--- src/rtl/nand_pkg.sv ---
// Shared definitions for the NAND flash interface blocks.
//   - command opcodes driven on the shared command byte
//   - init-sequencer error codes
//   - init-sequencer state encoding (plain constants so older blocks can
//     compare against them directly)
package nand_pkg;

  localparam logic [7:0] CMD_RESET  = 8'hFF;
  localparam logic [7:0] CMD_READID = 8'h90;
  localparam logic [7:0] CMD_STATUS = 8'h70;
  localparam logic [7:0] CMD_NONE   = 8'h00;

  localparam logic [1:0] ERR_NONE   = 2'b00;  // no error
  localparam logic [1:0] ERR_RB     = 2'b01;  // rst_done or R/B# ready timeout
  localparam logic [1:0] ERR_ID_TMO = 2'b10;  // id_done timeout
  localparam logic [1:0] ERR_ID_BAD = 2'b11;  // ID mismatch or short read

  localparam logic [3:0] ST_IDLE       = 4'd0;
  localparam logic [3:0] ST_RST_CMD    = 4'd1;
  localparam logic [3:0] ST_RST_WAIT   = 4'd2;
  localparam logic [3:0] ST_RST_WB     = 4'd3;
  localparam logic [3:0] ST_RST_RDY    = 4'd4;
  localparam logic [3:0] ST_ID_CMD     = 4'd5;
  localparam logic [3:0] ST_ID_COLLECT = 4'd6;
  localparam logic [3:0] ST_CHECK      = 4'd7;
  localparam logic [3:0] ST_PASS       = 4'd8;
  localparam logic [3:0] ST_FAIL       = 4'd9;

  // Sequence is running in every state except the three resting ones.
  function automatic logic st_busy(input logic [3:0] st);
    return !(st == ST_IDLE || st == ST_PASS || st == ST_FAIL);
  endfunction

endpackage

--- src/rtl/nand_wait_timer.sv ---
// Down-counting wait timer used for the per-phase timeouts.
//   clk, reset : clock, asynchronous active-high reset
//   load       : reload counter with load_val (wins over enable)
//   load_val   : value loaded on entry to a waiting phase
//   en         : count down by one per cycle while nonzero
//   expired    : counter has reached zero
module nand_wait_timer #(
  parameter int TIMEOUT_CYCLES = 150000,
  parameter int W              = $clog2(TIMEOUT_CYCLES + 1)
) (
  input  logic         clk,
  input  logic         reset,
  input  logic         load,
  input  logic [W-1:0] load_val,
  input  logic         en,
  output logic         expired
);

  logic [W-1:0] cnt;

  always_ff @(posedge clk or posedge reset) begin
    if (reset)                  cnt <= '0;
    else if (load)              cnt <= load_val;
    else if (en && cnt != '0)   cnt <= cnt - W'(1);
  end

  assign expired = (cnt == '0);

endmodule

--- src/rtl/nand_init_seq.sv ---
// NAND power-up sequencer: RESET (0xFF), wait tWB and R/B# ready, READ ID
// (0x90), capture ID bytes, compare maker/device codes, retry on error.
//   clk, reset : clock, asynchronous active-high reset
//   start      : one-cycle request, accepted only in IDLE/PASS/FAIL
//   nand_rb    : raw R/B# pin (low = busy), synchronized internally
//   rst_done   : RESET command driver finished the 0xFF cycle
//   id_done    : read-ID stage finished
//   id_valid   : one ID byte on id_byte this cycle
//   cmd_data   : command byte to downstream stages, 0 when idle
//   busy       : sequence in progress
//   init_ok    : level, sequence passed
//   init_fail  : level, sequence failed after all attempts
//   err_code   : latest error (see nand_pkg ERR_*)
//   id_word    : captured ID, byte k at [8k+7:8k]
module nand_init_seq #(
  parameter int         TWB_CYCLES     = 15,
  parameter int         TIMEOUT_CYCLES = 150000,
  parameter int         MAX_RETRY      = 3,
  parameter int         ID_BYTES       = 4,
  parameter logic [7:0] EXP_MAKER      = 8'hEC,
  parameter logic [7:0] EXP_DEVICE     = 8'hDA
) (
  input  logic        clk,
  input  logic        reset,
  input  logic        start,
  input  logic        nand_rb,
  input  logic        rst_done,
  input  logic        id_done,
  input  logic        id_valid,
  input  logic [7:0]  id_byte,
  output logic [7:0]  cmd_data,
  output logic        busy,
  output logic        init_ok,
  output logic        init_fail,
  output logic [1:0]  err_code,
  output logic [31:0] id_word
);

  import nand_pkg::*;

  localparam int TW = $clog2(TIMEOUT_CYCLES + 1);
  localparam int WW = $clog2(TWB_CYCLES + 1);
  localparam int RW = $clog2(MAX_RETRY + 1);

  logic          rb_meta, rb_s;
  logic [3:0]    state;
  logic [WW-1:0] wb_cnt;
  logic [RW-1:0] attempt;
  logic [2:0]    idx;
  logic          tmr_load, tmr_en, tmr_expired;
  logic          cap, id_pass, retry_ok;
  logic          err_hit;
  logic [1:0]    err_val;

  // Reload on the cycle before each waiting phase is entered, so the
  // first cycle in the phase already sees the full count.
  assign tmr_load = (state == ST_RST_CMD) ||
                    (state == ST_RST_WB && wb_cnt == '0) ||
                    (state == ST_ID_CMD);
  assign tmr_en   = (state == ST_RST_WAIT) || (state == ST_RST_RDY) ||
                    (state == ST_ID_COLLECT);

  nand_wait_timer #(
    .TIMEOUT_CYCLES (TIMEOUT_CYCLES),
    .W              (TW)
  ) u_timer (
    .clk      (clk),
    .reset    (reset),
    .load     (tmr_load),
    .load_val (TW'(TIMEOUT_CYCLES)),
    .en       (tmr_en),
    .expired  (tmr_expired)
  );

  assign cap      = (state == ST_ID_COLLECT) && id_valid && (idx < 3'(ID_BYTES));
  assign id_pass  = (idx == 3'(ID_BYTES)) && (id_word[7:0] == EXP_MAKER) &&
                    (id_word[15:8] == EXP_DEVICE);
  assign retry_ok = attempt < RW'(MAX_RETRY);

  // Error detection; the awaited event always beats a same-cycle expiry.
  always_comb begin
    err_hit = 1'b0;
    err_val = ERR_NONE;
    case (state)
      ST_RST_WAIT:   if (!rst_done && tmr_expired) begin err_hit = 1'b1; err_val = ERR_RB;     end
      ST_RST_RDY:    if (!rb_s && tmr_expired)     begin err_hit = 1'b1; err_val = ERR_RB;     end
      ST_ID_COLLECT: if (!id_done && tmr_expired)  begin err_hit = 1'b1; err_val = ERR_ID_TMO; end
      ST_CHECK:      if (!id_pass)                 begin err_hit = 1'b1; err_val = ERR_ID_BAD; end
      default: ;
    endcase
  end

  always_ff @(posedge clk or posedge reset) begin
    if (reset) begin
      rb_meta   <= 1'b0;
      rb_s      <= 1'b0;
      state     <= ST_IDLE;
      wb_cnt    <= '0;
      attempt   <= '0;
      idx       <= '0;
      cmd_data  <= CMD_NONE;
      busy      <= 1'b0;
      init_ok   <= 1'b0;
      init_fail <= 1'b0;
      err_code  <= ERR_NONE;
      id_word   <= '0;
    end else begin
      rb_meta <= nand_rb;
      rb_s    <= rb_meta;

      // Command byte and busy follow the state one cycle later, so each
      // command lasts exactly the one cycle its state lasts.
      cmd_data <= (state == ST_RST_CMD) ? CMD_RESET :
                  (state == ST_ID_CMD)  ? CMD_READID : CMD_NONE;
      busy     <= st_busy(state);

      // Byte store happens before the id_done transition is acted on, so a
      // last byte arriving with id_done is included in the check.
      if (cap) begin
        for (int k = 0; k < ID_BYTES; k++)
          if (idx == 3'(k)) id_word[8*k +: 8] <= id_byte;
        idx <= idx + 3'd1;
      end

      if (err_hit) begin
        err_code <= err_val;
        if (retry_ok) begin
          attempt <= attempt + RW'(1);
          state   <= ST_RST_CMD;
        end else begin
          init_fail <= 1'b1;
          state     <= ST_FAIL;
        end
      end else begin
        case (state)
          ST_IDLE, ST_PASS, ST_FAIL: begin
            if (start) begin
              state     <= ST_RST_CMD;
              attempt   <= RW'(1);
              id_word   <= '0;
              err_code  <= ERR_NONE;
              init_ok   <= 1'b0;
              init_fail <= 1'b0;
            end
          end
          ST_RST_CMD:  state <= ST_RST_WAIT;
          ST_RST_WAIT: begin
            if (rst_done) begin
              state  <= ST_RST_WB;
              wb_cnt <= WW'(TWB_CYCLES - 1);
            end
          end
          ST_RST_WB: begin
            if (wb_cnt == '0) state <= ST_RST_RDY;
            else              wb_cnt <= wb_cnt - WW'(1);
          end
          ST_RST_RDY:  if (rb_s) state <= ST_ID_CMD;
          ST_ID_CMD: begin
            state   <= ST_ID_COLLECT;
            idx     <= '0;
            id_word <= '0;
          end
          ST_ID_COLLECT: if (id_done) state <= ST_CHECK;
          ST_CHECK: begin
            // only reached on a match; mismatches are taken by err_hit
            state   <= ST_PASS;
            init_ok <= 1'b1;
          end
          default: state <= ST_IDLE;
        endcase
      end
    end
  end

endmodule

--- config.mk ---
export PLATFORM = sky130hd
export DESIGN_NAME = nand_init_seq
export DESIGN_NICKNAME = d
export VERILOG_FILES = /design/src/rtl/nand_pkg.sv /design/src/rtl/nand_wait_timer.sv /design/src/rtl/nand_init_seq.sv
export SDC_FILE = /design/constraint.sdc
export NUM_CORES = 1
export LEC_CHECK = 0
export BUFFER_PORTS_ARGS = -buffer_cell sky130_fd_sc_hd__buf_2
export CAP_MARGIN = 20
export CORE_UTILIZATION = 60
export CTS_CLUSTER_SIZE = 30
export DETAILED_ROUTE_END_ITERATION = 10
export PLACE_DENSITY = 0.84
export SYNTH_ARGS = -nofsm -noshare
export SYNTH_HDL_FRONTEND = slang
export SYNTH_SLANG_ARGS = --single-unit
--- constraint.sdc ---
create_clock -name clk -period 3.4 [get_ports clk]
set_input_delay 0.17 -clock clk [delete_from_list [all_inputs] [get_ports clk]]
set_output_delay 0.17 -clock clk [all_outputs]
set_load 0.005 [all_outputs]
Yosys cells after proc, flatten, opt, wreduce, memory -nomap -nowiden --
Cells that the tools add are included.
Operators by class: muxes and demuxes 48, $add $sub $neg 4, reduce and logical (&&, ||, !) cells 36, equality and inequality tests 25, magnitude comparators 2, bitwise logic cells 1
Operator list (number):
- $mux 32 | 3
- $pmux 32 s2 | 1
- $mux 8 | 6
- $mux 18 | 2
- $mux 4 | 9
- $pmux 4 s8 | 1
- $logic_not 18->1 | 1
- $mux 2 | 9
- $reduce_bool 18->1 | 1
- $sub 18x1->18 const B | 1
- $eq 4x3->1 const B | 4
- $eq 8x8->1 const B | 2
- $ne 3x3->1 const B | 4
- $mux 1 | 10
- $ne 2x2->1 const B | 5
- $reduce_bool 2->1 | 5
- $logic_and 1x1->1 | 9
- $mux 3 | 3
- $reduce_and 3->1 | 3
- $eq 4x2->1 const B | 2
- $eq 4x4->1 const B | 2
- $logic_not 4->1 | 2
- $pmux 2 s4 | 1
- $pmux 4 s2 | 1
- other kinds (20) | 29
Word-level totals: bits of input ports 15, word-level logic and storage cells 129, bits in registers 78, output and inout bits 45

Depth between registers and ports, before layout --
Gate-level depths: netlist of run 1.
word-level depth 7, gate-level depth with buffers 8, depth with buffers taken out 7

Modules after synthesis --
A second synthesis of run 1 with hierarchy kept.
Unflattened totals: cells, all modules 406, area total of the unflattened synthesis 3751.1 sq um
By module, submodules not included:
- nand_init_seq | instances 1, area an instance 2630.0 sq um, cells an instance 284, sequential area each 1351.3 sq um
- nand_wait_timer | instances 1, area an instance 1121.1 sq um, cells an instance 122, sequential area each 450.4 sq um

Least setup slack after synthesis of run 1 --
No wires, ideal clock.
path kind reg-to-reg, start register u_timer.cnt[6], end register attempt[0], path slack 1.328 ns, cell stages (with the launch flop) 7, required time 3.321 ns, arrival 1.993 ns, path buffers 1, clock period less this slack 2.072 ns, library setup time 0.079 ns, path through dfrtp_1 or4_4 buf_6 a2111oi_4 o211ai_4 a21oi_4 mux2i_1
On the way: longest elaborated chain between the ends 6, elaborated cells between the ends (all ways) 13, classes of those cells 1 x eq/ne; 5 x mux; 7 x reduce/logical
RTL lines:
- from (decl) | RTL line nand_wait_timer.sv:19 | logic [W-1:0] cnt;
- from (signal assigned) | RTL line nand_wait_timer.sv:23 | else if (load) cnt <= load_val;
- from (signal assigned) | RTL line nand_wait_timer.sv:24 | else if (en && cnt != '0) cnt <= cnt - W'(1);
- $logic_not 18->1 (*) | RTL line nand_wait_timer.sv:27 | assign expired = (cnt == '0);
- $logic_and 1x1->1 (on tied branches) | RTL line nand_init_seq.sv:87, nand_init_seq.sv:85, nand_init_seq.sv:86
- $mux 1 (on tied branches) | RTL line nand_init_seq.sv:87, nand_init_seq.sv:85, nand_init_seq.sv:86
- $pmux 1 s4 (*) | RTL line nand_init_seq.sv:84 | case (state)
- $ne 2x2->1 (no source line) / $reduce_bool 2->1 (equally long branches)
- $reduce_and 3->1 (no source line)
- to (signal assigned) | RTL line nand_init_seq.sv:128 | attempt <= attempt + RW'(1);
- to (decl) | RTL line nand_init_seq.sv:48 | logic [RW-1:0] attempt;
Every way passes the cells marked *; elsewhere a longest branch is shown, timed or not. A chain may end at the register's enable or synchronous reset.

Worst setup path in the final report of run 1 --
start register u_timer.cnt[9], end register u_timer.cnt[15]
On the way: longest elaborated chain between the ends 3, elaborated cells between the ends (all ways) 6, classes of those cells 1 x add/sub; 2 x mux; 3 x reduce/logical
RTL lines (RTL line):
- $sub 18x1->18 / $reduce_bool 18->1 (equally long branches) | nand_wait_timer.sv:24
- $mux 18 / $logic_and 1x1->1 (equally long branches) | nand_wait_timer.sv:24
- $mux 18 / $reduce_bool 2->1 (equally long branches)
Several ways; a longest one is shown, not always the timed one. The select of a mux whose other input is x is not followed.

==> results of run 1 <==
==> cells in the mapped netlist (4+ instances only) <==
cell / count / area share
ha_1: 10 / 0.034
or3_1: 5 / 0.0085
nand4b_1: 4 / 0.0095
nand3_1: 49 / 0.067
buf_2: 4 / 0.0055
nand2_1: 55 / 0.056
o21ai_0: 12 / 0.016
mux2i_1: 8 / 0.022
a21oi_1: 42 / 0.057
inv_1: 16 / 0.016
buf_4: 6 / 0.012
nor2_1: 23 / 0.024
xor2_1: 4 / 0.0095
nor3_1: 8 / 0.011
clkbuf_1: 15 / 0.015
dfrtp_1: 72 / 0.49
nor4_1: 6 / 0.010
==> worst max path at each step <==
stage / to / slack (ps) / cells past startpoint
finish: u_timer.cnt[15] / 860 / 5
global route: u_timer.cnt[11] / 620 / 5
global placement: u_timer.cnt[11] / 1170 / 5
floorplan: attempt[0] / 1330 / 6
CTS: u_timer.cnt[15] / 900 / 5
detailed placement: u_timer.cnt[15] / 920 / 5
==> logic make-up (layout without fill, tap and decap cells) <==
group | after synthesis | in the layout | synth area share
muxes | 8 | 8 | 0.0218
and+or+nand+nor | 181 | 181 | 0.252
buffers and inverters | 43 | 96 | 0.0556
AOI/OAI and AO/OA | 76 | 76 | 0.132
adders and majority gates | 10 | 10 | 0.0341
DFF | 72 | 72 | 0.491
xor gates and xnor gates | 6 | 6 | 0.0143
==> area by class of cell <==
| class | count | area [um2] | area share |
|---|---|---|---|
| timing repair buffer | 65 | 345 | 0.0827 |
| multi-input combinational | 281 | 1670 | 0.401 |
| clock inverter | 4 | 70.1 | 0.0168 |
| clock buffer | 11 | 131 | 0.0315 |
| sequential | 72 | 1800 | 0.432 |
| inverter | 16 | 60.1 | 0.0144 |
| tap | 75 | 93.8 | 0.0225 |
==> power groups by stage <==
| stage | Combinational, mW | Clock (mW) | Sequential (mW) |
|---|---|---|---|
| floorplan | 0.493 | 0 | 1.02 |
| global placement | 0.559 | 0 | 1.06 |
| detailed placement | 0.588 | 0 | 1.07 |
| CTS | 0.592 | 0.721 | 1.06 |
| global route | 0.665 | 0.763 | 1.08 |
| finish | 0.592 | 0.719 | 1.06 |
==> state kept, by name, summed over array words and instances, names as in the netlist <==
name / count
init_ok: 1
rb_s: 1
err_code: 2
idx: 3
wb_cnt: 4
id_word: 32
busy: 1
cmd_data: 2
attempt: 2
u_timer.cnt: 18
state: 4
rb_meta: 1
init_fail: 1
==> critical path: cells and delay by family (launching register included) <==
kind             cells  cell delay (ps)
AO/OA/AOI/OAI        1              660
flip-flops           1              420
multiplexers         1              160
AND/OR/NAND/NOR      3             1170
==> through the flow <==
stage | hold WS (ps) | area, um2 | setup slack, ps | utilization
after floorplan | 201 | 3670 | 1330 | -
after global placement | 210 | 3950 | 1170 | 0.668
after detailed placement | 218 | 3950 | 921 | 0.668
after CTS | 103 | 4180 | 903 | 0.705
after global routing | 107 | 4180 | 619 | 0.705
final | 112 | 4180 | 855 | 0.705
==> routing by layer <==
metal / vias to the layer above / global-route usage / part of all wire
met5: - / 0 / 0
met4: 0 / 0.179 / 0.030
met3: 26 / 0.0375 / 0.055
met2: 131 / 0.434 / 0.49
met1: 1560 / 0.384 / 0.43
li1: 1478 / - / -
==> flow_summary.rst, run 1 <==
.. list-table::
   :header-rows: 1

   * - Metric
     - Value
   * - Status
     - complete, but fails checks
   * - Violations in the final reports
     - DRC
   * - Total iterations of the first detailed-routing run
     - 8
   * - Launching instance or port of the critical path
     - u_timer.cnt[9]
   * - Switching power as a share of total power
     - 0.340
   * - Critical Path Start Type
     - flop
   * - Int Power
     - 1.57 mW
   * - Kind of end point of the critical path
     - flop
   * - Clock tree from TritonCTS
     - done
   * - Total overflow reported by the global router
     - 0
   * - Pins over their slew limit
     - 0
   * - Cell depth of the worst flop-to-flop path
     - 5
   * - Setup violators final
     - 0
   * - Clk pwr share
     - 0.303
   * - Number of fill cells
     - 448
   * - DRT antenna net count
     - 0
   * - Transition time at the pin with the least slew margin
     - 666 ps
   * - Clock-pin slew of the registers on the worst-case setup and hold paths
     - 80 ps
   * - Layout area overhead
     - 13.7%
   * - Peak supply drop
     - 0.300 mV
   * - # IOs
     - 60
   * - Resized cells post-CTS
     - 0
   * - Detail-routed via count per cell
     - 6.10
   * - List of cells traversed by the critical path
     - nor4_1, nand4_1, o21ai_2, nor4b_1, mux2i_1
   * - Cell type of the slowest stage on the worst timing path
     - o21ai_2
   * - Hold Path Stages
     - 3
   * - Final critical path time including I/O delays and setup
     - 2540 ps
   * - Die X-Extent
     - 80.2 um
   * - Total net switching power
     - 0.805 mW
   * - Final layout net count
     - 470
   * - Count of port buffers added during placement
     - 59
   * - Setup repair after global routing missed its margin
     - false
   * - Total number of clock tree sinks
     - 72
   * - Vias in the first global route
     - 2,939
   * - Post-DP HPWL
     - 5.95 mm
   * - WL per Instance
     - 16.2 um
   * - Antenna diode count
     - 0
   * - Total via count after detailed routing
     - 3,195
   * - Global-route wire length before repair
     - 13.8 mm
   * - Layout Skew
     - 9.52 ps
   * - Pwr/cell area
     - 568 nW/um2
   * - Post-Syn Area
     - 3670 um2
   * - Final cell count without fillers
     - 524
   * - Remaining design rule violation count
     - 1
   * - Post-CTS Setup Bufs
     - 0
   * - Cell count after synthesis
     - 396
   * - CTS Hold Buffers Added
     - 2
   * - Slew Limit Headroom
     - 0.556
   * - Placeable core area
     - 5920 um2
   * - Setup slack, reg-to-reg
     - 860 ps
   * - Ratio of cells with drive above 1 in the final layout
     - 0.200
   * - Die footprint
     - 6440 um2
   * - Number of warnings issued by yosys
     - 0
   * - Initial antenna violation count
     - 0
   * - Peak Freq
     - 0.393 GHz
   * - Hold Violations, Final
     - 0
   * - Bufs on Longest Clock Path
     - 2
   * - Hold_sp
     - id_byte[3]
   * - Placed instance count
     - 507
   * - Source of the worst register-to-register timing path
     - u_timer.cnt[9]
   * - Number of standard-cell rows in the floorplan
     - 28
   * - Total Power Consumption
     - 2.37 mW
   * - Arrival time at the worst endpoint
     - 2760 ps
   * - Proportion of synthesized chip area in sequential cells
     - 0.491
   * - Gpl congestion
     - 0.857
   * - Most frequent cells in the layout
     - dfrtp_1, buf_2, nand2_1, nand3_1, a21oi_1
   * - Worst hold path endpoint
     - id_word[19]
   * - Peak fanout along the critical path
     - 17
   * - DRT iter0 DRCs
     - 240
   * - GRT Overall Usage
     - 0.285
   * - Initial Utilization
     - 0.620
   * - Total leakage power
     - 1.89 nW
   * - Root buffer cell
     - clkbuf_8
   * - Post-synthesis sequential element count
     - 72
   * - Slowest cell delay on critical path
     - 660 ps
   * - Comb pwr share
     - 0.249
   * - Worst endpoint required time
     - 3610 ps
   * - Setup_tns
     - 0 ps
   * - DIE HEIGHT
     - 80.2 um
   * - Clock buffers created by TritonCTS
     - 9
   * - Commonest register cell after synthesis
     - dfrtp_1
   * - Number of maximum-capacitance violations
     - 0
   * - Sum of routed wire length over all layers
     - 8.51 mm
   * - Most common cell after layout, fill and taps aside
     - dfrtp_1
   * - H-tree depth
     - 3
   * - Share of the cycle needed by the critical path after routing
     - 0.748
   * - Mean Syn Cell Area
     - 9.27 um2
   * - Proportion of power drawn by flip-flops and latches
     - 0.447
   * - Largest net degree at the start of global routing
     - 52
   * - RR Endpoint
     - u_timer.cnt[15]
   * - Startpoint-to-endpoint class of the critical path
     - reg2reg
   * - Synthesized Nets
     - 421
   * - Share of async-settable or async-resettable flops after synthesis
     - 1.00
   * - Count of flip-flops with a built-in enable after synthesis
     - 0
   * - Post-synthesis cell type count
     - 52
   * - Clock insertion delay at the later pin of the skew report
     - 350 ps
   * - Class of the most critical hold timing path
     - in2reg
No activity file was read; power rests on OpenSTA's default activity.
==> run 2, diff against run 1 <==
--- a/config.mk
+++ b/config.mk
@@ -7,10 +7,10 @@
 export LEC_CHECK = 0
 export BUFFER_PORTS_ARGS = -buffer_cell sky130_fd_sc_hd__buf_2
 export CAP_MARGIN = 20
-export CORE_UTILIZATION = 60
+export CORE_UTILIZATION = 51
 export CTS_CLUSTER_SIZE = 30
 export DETAILED_ROUTE_END_ITERATION = 10
-export PLACE_DENSITY = 0.84
+export PLACE_DENSITY = 0.76
 export SYNTH_ARGS = -nofsm -noshare
 export SYNTH_HDL_FRONTEND = slang
 export SYNTH_SLANG_ARGS = --single-unit
==> constraint.sdc (replaced) <==
create_clock -name clk -period 2.1 [get_ports clk]
set_input_delay 0.105 -clock clk [delete_from_list [all_inputs] [get_ports clk]]
set_output_delay 0.105 -clock clk [all_outputs]
set_load 0.005 [all_outputs]
==> run 2 against run 1 <==
Against the previous run:
- the flow now finishes without violations
- global-route usage is 4.1 points lower
- die area is 17% higher
- hold slack worse by 61 ps
- via count is 1.4% higher
- fmax is 23% higher
- non-clock buffer count is 34 higher
- combinational power is 110% higher
- critical path type unchanged
- largest cell class unchanged
==> flow_summary.rst, run 2 (same netlist as run 1, synthesis figures left out) <==
.. list-table::
   :header-rows: 1

   * - Metric
     - Value
   * - Comb pwr share
     - 0.304 (+0.055)
   * - Vias in the first global route
     - 3,056 (+4.0%)
   * - Most common cell after layout, fill and taps aside
     - dfrtp_1
   * - Global-route wire length before repair
     - 14.2 mm (+3.1%)
   * - Placed instance count
     - 556 (+9.7%)
   * - Critical Path Start Type
     - flop
   * - Clock tree from TritonCTS
     - done
   * - Clk pwr share
     - 0.297 (-0.006)
   * - Proportion of power drawn by flip-flops and latches
     - 0.398 (-0.049)
   * - Placeable core area
     - 6870 um2 (+16%)
   * - GRT Overall Usage
     - 0.244 (-0.0412)
   * - Pins over their slew limit
     - 0 (unchanged)
   * - Pwr/cell area
     - 918 nW/um2 (+62%)
   * - Setup violators final
     - 0 (unchanged)
   * - # IOs
     - 60 (unchanged)
   * - Layout Skew
     - 8.56 ps (-0.959 ps)
   * - Count of port buffers added during placement
     - 59 (unchanged)
   * - Bufs on Longest Clock Path
     - 2 (unchanged)
   * - Setup_tns
     - 0 ps (unchanged)
   * - DRT antenna net count
     - 0 (unchanged)
   * - Root buffer cell
     - clkbuf_8
   * - Total leakage power
     - 2.07 nW (+9.6%)
   * - DRT iter0 DRCs
     - 199 (-17%)
   * - Initial antenna violation count
     - 0 (unchanged)
   * - Total number of clock tree sinks
     - 72 (unchanged)
   * - Status
     - completed
   * - Number of fill cells
     - 571 (+27%)
   * - Final critical path time including I/O delays and setup
     - 2060 ps (-483 ps)
   * - Area of the multi-input gates
     - 1700 um2 (+1.7%)
   * - Regs by FF count
     - id_word x32, u_timer.cnt x18
   * - Number of standard-cell rows in the floorplan
     - 30 (+7.1%)
   * - Slew Limit Headroom
     - 0.683 (+0.127)
   * - Arrival time at the worst endpoint
     - 2270 ps (-490 ps)
   * - Peak supply drop
     - 0.369 mV (+23%)
   * - Total net switching power
     - 1.40 mW (+74%)
   * - Peak Freq
     - 0.485 GHz (+23%)
   * - Kind of end point of the critical path
     - flop
   * - Startpoint-to-endpoint class of the critical path
     - reg2reg
   * - Most flops, register
     - id_word
   * - Most frequent cells in the layout
     - dfrtp_1, buf_2, nand2_1, nand3_1, a21oi_1
   * - Clock-pin slew of the registers on the worst-case setup and hold paths
     - 80 ps (about the same)
   * - Sequential cell area
     - 1800 um2 (unchanged)
   * - Int Power
     - 2.77 mW (+77%)
   * - Max reg flops
     - 32 (unchanged)
   * - Gpl congestion
     - 0.867 (+1.1%)
   * - Antenna diode count
     - 0 (unchanged)
   * - Class of the most critical hold timing path
     - in2reg
   * - Clock buffers created by TritonCTS
     - 9 (unchanged)
   * - Final cell count without fillers
     - 580 (+11%)
   * - Total overflow reported by the global router
     - 0 (unchanged)
   * - WL per Instance
     - 15.0 um (-7.4%)
   * - Largest net degree at the start of global routing
     - 39 (-25%)
   * - Peak fanout along the critical path
     - 6 (-11)
   * - Layout area overhead
     - 23.7%
   * - Die footprint
     - 7540 um2 (+17%)
   * - Setup repair after global routing missed its margin
     - true
   * - Setup slack, reg-to-reg
     - 40 ps (-820 ps)
   * - DIE HEIGHT
     - 86.8 um (+8.3%)
   * - Share of the cycle needed by the critical path after routing
     - 0.982 (+0.234)
   * - Initial Utilization
     - 0.534 (-0.0856)
   * - Remaining design rule violation count
     - 0 (-1)
   * - Ratio of cells with drive above 1 in the final layout
     - 0.271 (+0.0702)
   * - Clock insertion delay at the later pin of the skew report
     - 340 ps (about the same)
   * - Total via count after detailed routing
     - 3,239 (+1.4%)
   * - Worst endpoint required time
     - 2310 ps (-1300 ps)
   * - Transition time at the pin with the least slew margin
     - 471 ps (-195 ps)
   * - Detail-routed via count per cell
     - 5.58 (-8.4%)
   * - H-tree depth
     - 3 (unchanged)
   * - Final layout net count
     - 504 (+7.2%)
   * - Hold Violations, Final
     - 0 (unchanged)
   * - Post-DP HPWL
     - 6.13 mm (+2.9%)
   * - Die X-Extent
     - 86.8 um (+8.3%)
   * - Sum of routed wire length over all layers
     - 8.72 mm (+2.5%)
   * - Number of maximum-capacitance violations
     - 0 (unchanged)
   * - Switching power as a share of total power
     - 0.336 (-0.00398)
   * - Total iterations of the first detailed-routing run
     - 5 (-3)
run 2: cell count changes in the layout (fill, tap and decap cells not counted), sizes merged:
cell,change
clkbuf,-1
clkinvlp,+1
buf,+34
inv,+1
run 2: worst max-delay path: stages, from the launching register on:
cell and delay [ps]:
dfrtp_1 390, or4_4 590, or2_2 340, o21ai_4 250, buf_6 150, o41ai_1 80
o311ai_0 130
run 2: per-stage QoR:
| stage | hold WS (ps) | power [mW] | setup slack [ps] | utilization | instance area (um2) |
|---|---|---|---|---|---|
| 2_1_floorplan | 136 | 2.45 | 27.5 | - | 3670 |
| 3_3_place_gp | 83.0 | 2.83 | 79.9 | 0.614 | 4220 |
| 3_5_place_dp | 87.5 | 2.87 | 16.7 | 0.614 | 4220 |
| 4_1_cts | 37.1 | 4.12 | 14.8 | 0.651 | 4470 |
| 5_1_grt | 53.6 | 4.38 | -35.1 | 0.661 | 4540 |
| 6_report | 50.1 | 4.17 | 37.9 | 0.661 | 4540 |
run 2: per-layer routing:
metal / track usage / up-vias / wire length, um
met1: 0.338 / 1565 / 4040
met3: 0.0371 / 16 / 428
met5: 0 / - / 0
met4: 0.0939 / 0 / 150
li1: - / 1554 / -
met2: 0.387 / 104 / 4100
run 2: area by class of cell:
class                   count  area share
clock inverters             6      0.0198
clock buffers              10      0.0303
repair buffers             99       0.139
flip-flops and latches     72       0.397
multi-input cells         281       0.375
well taps                  96      0.0265
inverters                  16      0.0132
run 2: what timing repair did:
action | 4_1_cts | 5_1_grt
setup endpoints to repair | 2 | 13
pin swaps | 1 | 4
resized for setup | 1 | 6
buffers inserted | 0 | 6
hold endpoints to repair | 14 | 0
hold buffers | 2 | 0
run 2: final timing paths:
path | startpoint | to | depth (start not counted)
worst max-delay path | u_timer.cnt[6] | u_timer.cnt[5] | 6
worst min-delay path | id_byte[7] | id_word[15] | 3
worst max register to register | u_timer.cnt[6] | u_timer.cnt[5] | 6
worst min register to register | rb_meta | rb_s | 0
max in group asynchronous | reset | id_word[1] | 4
min in group asynchronous | reset | id_word[19] | 3
run 2: power by group through the flow:
stage	registers, mW	logic [mW]	clock network (mW)
3_5_place_dp	1.68	1.19	0
5_1_grt	1.68	1.40	1.31
4_1_cts	1.66	1.20	1.25
3_3_place_gp	1.68	1.15	0
2_1_floorplan	1.65	0.799	0
6_report	1.66	1.27	1.24
==> run 3, diff against run 2 <==
--- a/config.mk
+++ b/config.mk
@@ -5,12 +5,12 @@
 export SDC_FILE = /design/constraint.sdc
 export NUM_CORES = 1
 export LEC_CHECK = 0
-export BUFFER_PORTS_ARGS = -buffer_cell sky130_fd_sc_hd__buf_2
 export CAP_MARGIN = 20
-export CORE_UTILIZATION = 51
+export CORE_UTILIZATION = 57
 export CTS_CLUSTER_SIZE = 30
 export DETAILED_ROUTE_END_ITERATION = 10
-export PLACE_DENSITY = 0.76
+export DONT_BUFFER_PORTS = 1
+export PLACE_DENSITY = 0.75
 export SYNTH_ARGS = -nofsm -noshare
 export SYNTH_HDL_FRONTEND = slang
 export SYNTH_SLANG_ARGS = --single-unit
==> constraint.sdc (replaced) <==
create_clock -name clk -period 2.1 [get_ports clk]
set_input_delay 0.525 -clock clk [delete_from_list [all_inputs] [get_ports clk]]
set_output_delay 0.525 -clock clk [all_outputs]
set_load 0.005 [all_outputs]
==> run 3 against run 2 <==
Against the previous run:
- the flow now finishes with violations (setup timing)
- global-route usage rose by 2.3 points
- die area is 10% lower
- cell area is 9.1% lower
- sequential share of layout area increased by 4.0 points
- hold slack better by 4.2 ps
- core utilization is 2.0 points higher
- clock-buffer cell count up 2
- first-iteration DRC count rose by 49%
==> flow_summary.rst, run 3 (same netlist as run 1, synthesis figures left out) <==
.. list-table::
   :header-rows: 1

   * - Metric
     - Value
   * - Instance count on the critical path
     - 5 (-1)
   * - DRT iter0 DRCs
     - 296 (+49%)
   * - Hold Violations, Final
     - 0 (unchanged)
   * - Comb pwr share
     - 0.266 (-0.038)
   * - Clock buffers created by TritonCTS
     - 9 (unchanged)
   * - Total net switching power
     - 1.32 mW (-5.4%)
   * - Most frequent cells in the layout
     - dfrtp_1, nand2_1, nand3_1, a21oi_1, buf_4
   * - Pins over their slew limit
     - 0 (unchanged)
   * - Max reg flops
     - 32 (unchanged)
   * - Total number of clock tree sinks
     - 72 (unchanged)
   * - Detail-routed via count per cell
     - 6.09 (+9.1%)
   * - Most flops, register
     - id_word
   * - Share of the cycle needed by the critical path after routing
     - 1.01 (+0.0236)
   * - PnR worst setup slack
     - -11.6 ps (-49.5 ps)
   * - Clock tree from TritonCTS
     - done
   * - Die footprint
     - 6770 um2 (-10%)
   * - Clock insertion delay at the later pin of the skew report
     - 350 ps (about the same)
   * - GRT Overall Usage
     - 0.267 (+0.0228)
   * - Worst endpoint required time
     - 2360 ps (+50 ps)
   * - Startpoint-to-endpoint class of the critical path
     - reg2reg
   * - Met2 routing resource usage after global routing
     - 0.411 (+0.0242)
   * - # IOs
     - 60 (unchanged)
   * - Gpl congestion
     - 0.850 (-1.9%)
   * - Final layout net count
     - 432 (-14%)
   * - Layout Skew
     - 9.59 ps (+1.03 ps)
   * - Remaining design rule violation count
     - 0 (unchanged)
   * - Peak Freq
     - 0.474 GHz (-2.3%)
   * - Regs by FF count
     - id_word x32, u_timer.cnt x18
   * - Initial antenna violation count
     - 0 (unchanged)
   * - WL per Instance
     - 17.4 um (+16%)
   * - CTS Hold Buffers Added
     - 0 (-2)
   * - Clock-pin slew of the registers on the worst-case setup and hold paths
     - 80 ps (about the same)
   * - Arrival time at the worst endpoint
     - 2370 ps (+100 ps)
   * - Cell depth of the worst flop-to-flop path
     - 5 (-1)
   * - Total Power Consumption
     - 3.99 mW (-4.3%)
   * - Die X-Extent
     - 82.3 um (-5.3%)
   * - Clk pwr share
     - 0.314 (+0.017)
   * - Transition time at the pin with the least slew margin
     - 456 ps (-15.0 ps)
   * - Initial Utilization
     - 0.606 (+0.0713)
   * - Fin Hold WS
     - 54.3 ps (+4.17 ps)
   * - Status
     - complete, but fails checks
   * - Worst Setup Slack post-DPL
     - -16.3 ps (-33.0 ps)
   * - DRT antenna net count
     - 0 (unchanged)
   * - Setup violators final
     - 2 (+2)
   * - Most common cell after layout, fill and taps aside
     - dfrtp_1
   * - Final critical path time including I/O delays and setup
     - 2110 ps (+49.5 ps)
   * - Root buffer cell
     - clkbuf_8
   * - Dominant delay contributor by cell family on the critical path
     - compound AO/OA/AOI/OAI gates
   * - Vias in the first global route
     - 2,759 (-9.7%)
   * - Total via count after detailed routing
     - 2,966 (-8.4%)
   * - Met1 track demand over resource
     - 0.364 (+0.0260)
   * - Global Route met3 Usage
     - 0.0637 (+0.0266)
   * - Class of the most critical hold timing path
     - in2async
   * - Switching power as a share of total power
     - 0.332 (-0.00361)
   * - Kind of end point of the critical path
     - flop
   * - Sum of routed wire length over all layers
     - 8.46 mm (-3.0%)
   * - Antenna diode count
     - 0 (unchanged)
   * - Slew Limit Headroom
     - 0.695 (+0.0122)
   * - Placeable core area
     - 6060 um2 (-12%)
   * - Ratio of cells with drive above 1 in the final layout
     - 0.141 (-0.130)
   * - Critical Path Start Type
     - flop
   * - Number of standard-cell rows in the floorplan
     - 28 (-6.7%)
   * - Number of maximum-capacitance violations
     - 0 (unchanged)
   * - Post-DP HPWL
     - 5.90 mm (-3.7%)
   * - Cell type of the slowest stage on the worst timing path
     - or4_4
   * - List of cells traversed by the critical path
     - or4_4, a2111oi_4, o211ai_4, a21oi_4, mux2i_1
   * - Bufs on Longest Clock Path
     - 2 (unchanged)
   * - Count of port buffers added during placement
     - 0 (-100%)
   * - Largest net degree at the start of global routing
     - 54 (+38%)
   * - Int Power
     - 2.66 mW (-3.8%)
   * - Pwr/cell area
     - 966 nW/um2 (+5.2%)
   * - Proportion of power drawn by flip-flops and latches
     - 0.420 (+0.022)
   * - Peak supply drop
     - 0.778 mV (+110%)
   * - Most heavily used metal layer in global routing
     - met2
   * - Layout area overhead
     - 12.5%
   * - DIE HEIGHT
     - 82.3 um (-5.3%)
   * - Buffer and inverter count on the worst path
     - 0 (-1)
   * - Global-route wire length before repair
     - 13.3 mm (-6.2%)
   * - Violations in the final reports
     - setup timing
   * - Setup repair after global routing missed its margin
     - true
   * - Total overflow reported by the global router
     - 0 (unchanged)
   * - Peak fanout along the critical path
     - 4 (-2)
   * - Total iterations of the first detailed-routing run
     - 4 (-1)
   * - Slowest cell delay on critical path
     - 590 ps (about the same)
   * - H-tree depth
     - 3 (unchanged)
   * - Total leakage power
     - 1.72 nW (-17%)
==> run 3: cell count changes in the layout (fill, tap and decap cells not counted), sizes merged <==
| cell | change |
|---|---|
| clkinvlp | +1 |
| buf | -70 |
| inv | -2 |
| clkbuf | +2 |
| dlygate4sd3 | -2 |
| clkinv | -1 |
==> run 3: cell type report <==
cell class | count | area (um2)
clock buffers | 12 | 155
clock inverters | 4 | 76.3
fillers | 452 | 1930
inverters | 16 | 63.8
multi-input cells | 281 | 1690
flip-flops and latches | 72 | 1800
well taps | 75 | 93.8
repair buffers | 27 | 244
==> run 3: worst paths after layout <==
kind / start / to / slack (ps)
max: u_timer.cnt[3] / attempt[1] / -10
min: reset / id_word[7] / 50
max reg2reg: u_timer.cnt[3] / attempt[1] / -10
min reg2reg: rb_meta / rb_s / 360
max in group asynchronous: reset / u_timer.cnt[5] / 1440
min in group clk: nand_rb / rb_meta / 200
==> run 3: metrics by stage <==
stage	std cells	TNS [ps]	instance area (um2)	utilization
finish	487	-15.2	4130	0.681
global route	487	-445	4130	0.681
CTS	484	0	4070	0.671
floorplan	396	0	3670	-
global placement	468	0	3840	0.633
detailed placement	468	-23.2	3840	0.633
==> run 3: per-layer routing <==
layer	routed length (um)	vias to the layer above
met3	412	10
met5	0	-
met2	4100	74
li1	-	1416
met1	3860	1466
met4	92	0
==> run 3: what timing repair did <==
action / 4_1_cts / 5_1_grt
setup buffers: 0 / 3
pin swaps: 1 / 4
gates resized for setup: 0 / 4
endpoints found under the setup margin: 2 / 7
==> run 3: power groups by stage <==
stage	registers, mW	logic [mW]	clock network [mW]
global placement	1.69	0.995	0
detailed placement	1.70	1.02	0
global route	1.70	1.19	1.33
CTS	1.67	1.03	1.27
floorplan	1.65	0.799	0
finish	1.68	1.06	1.25
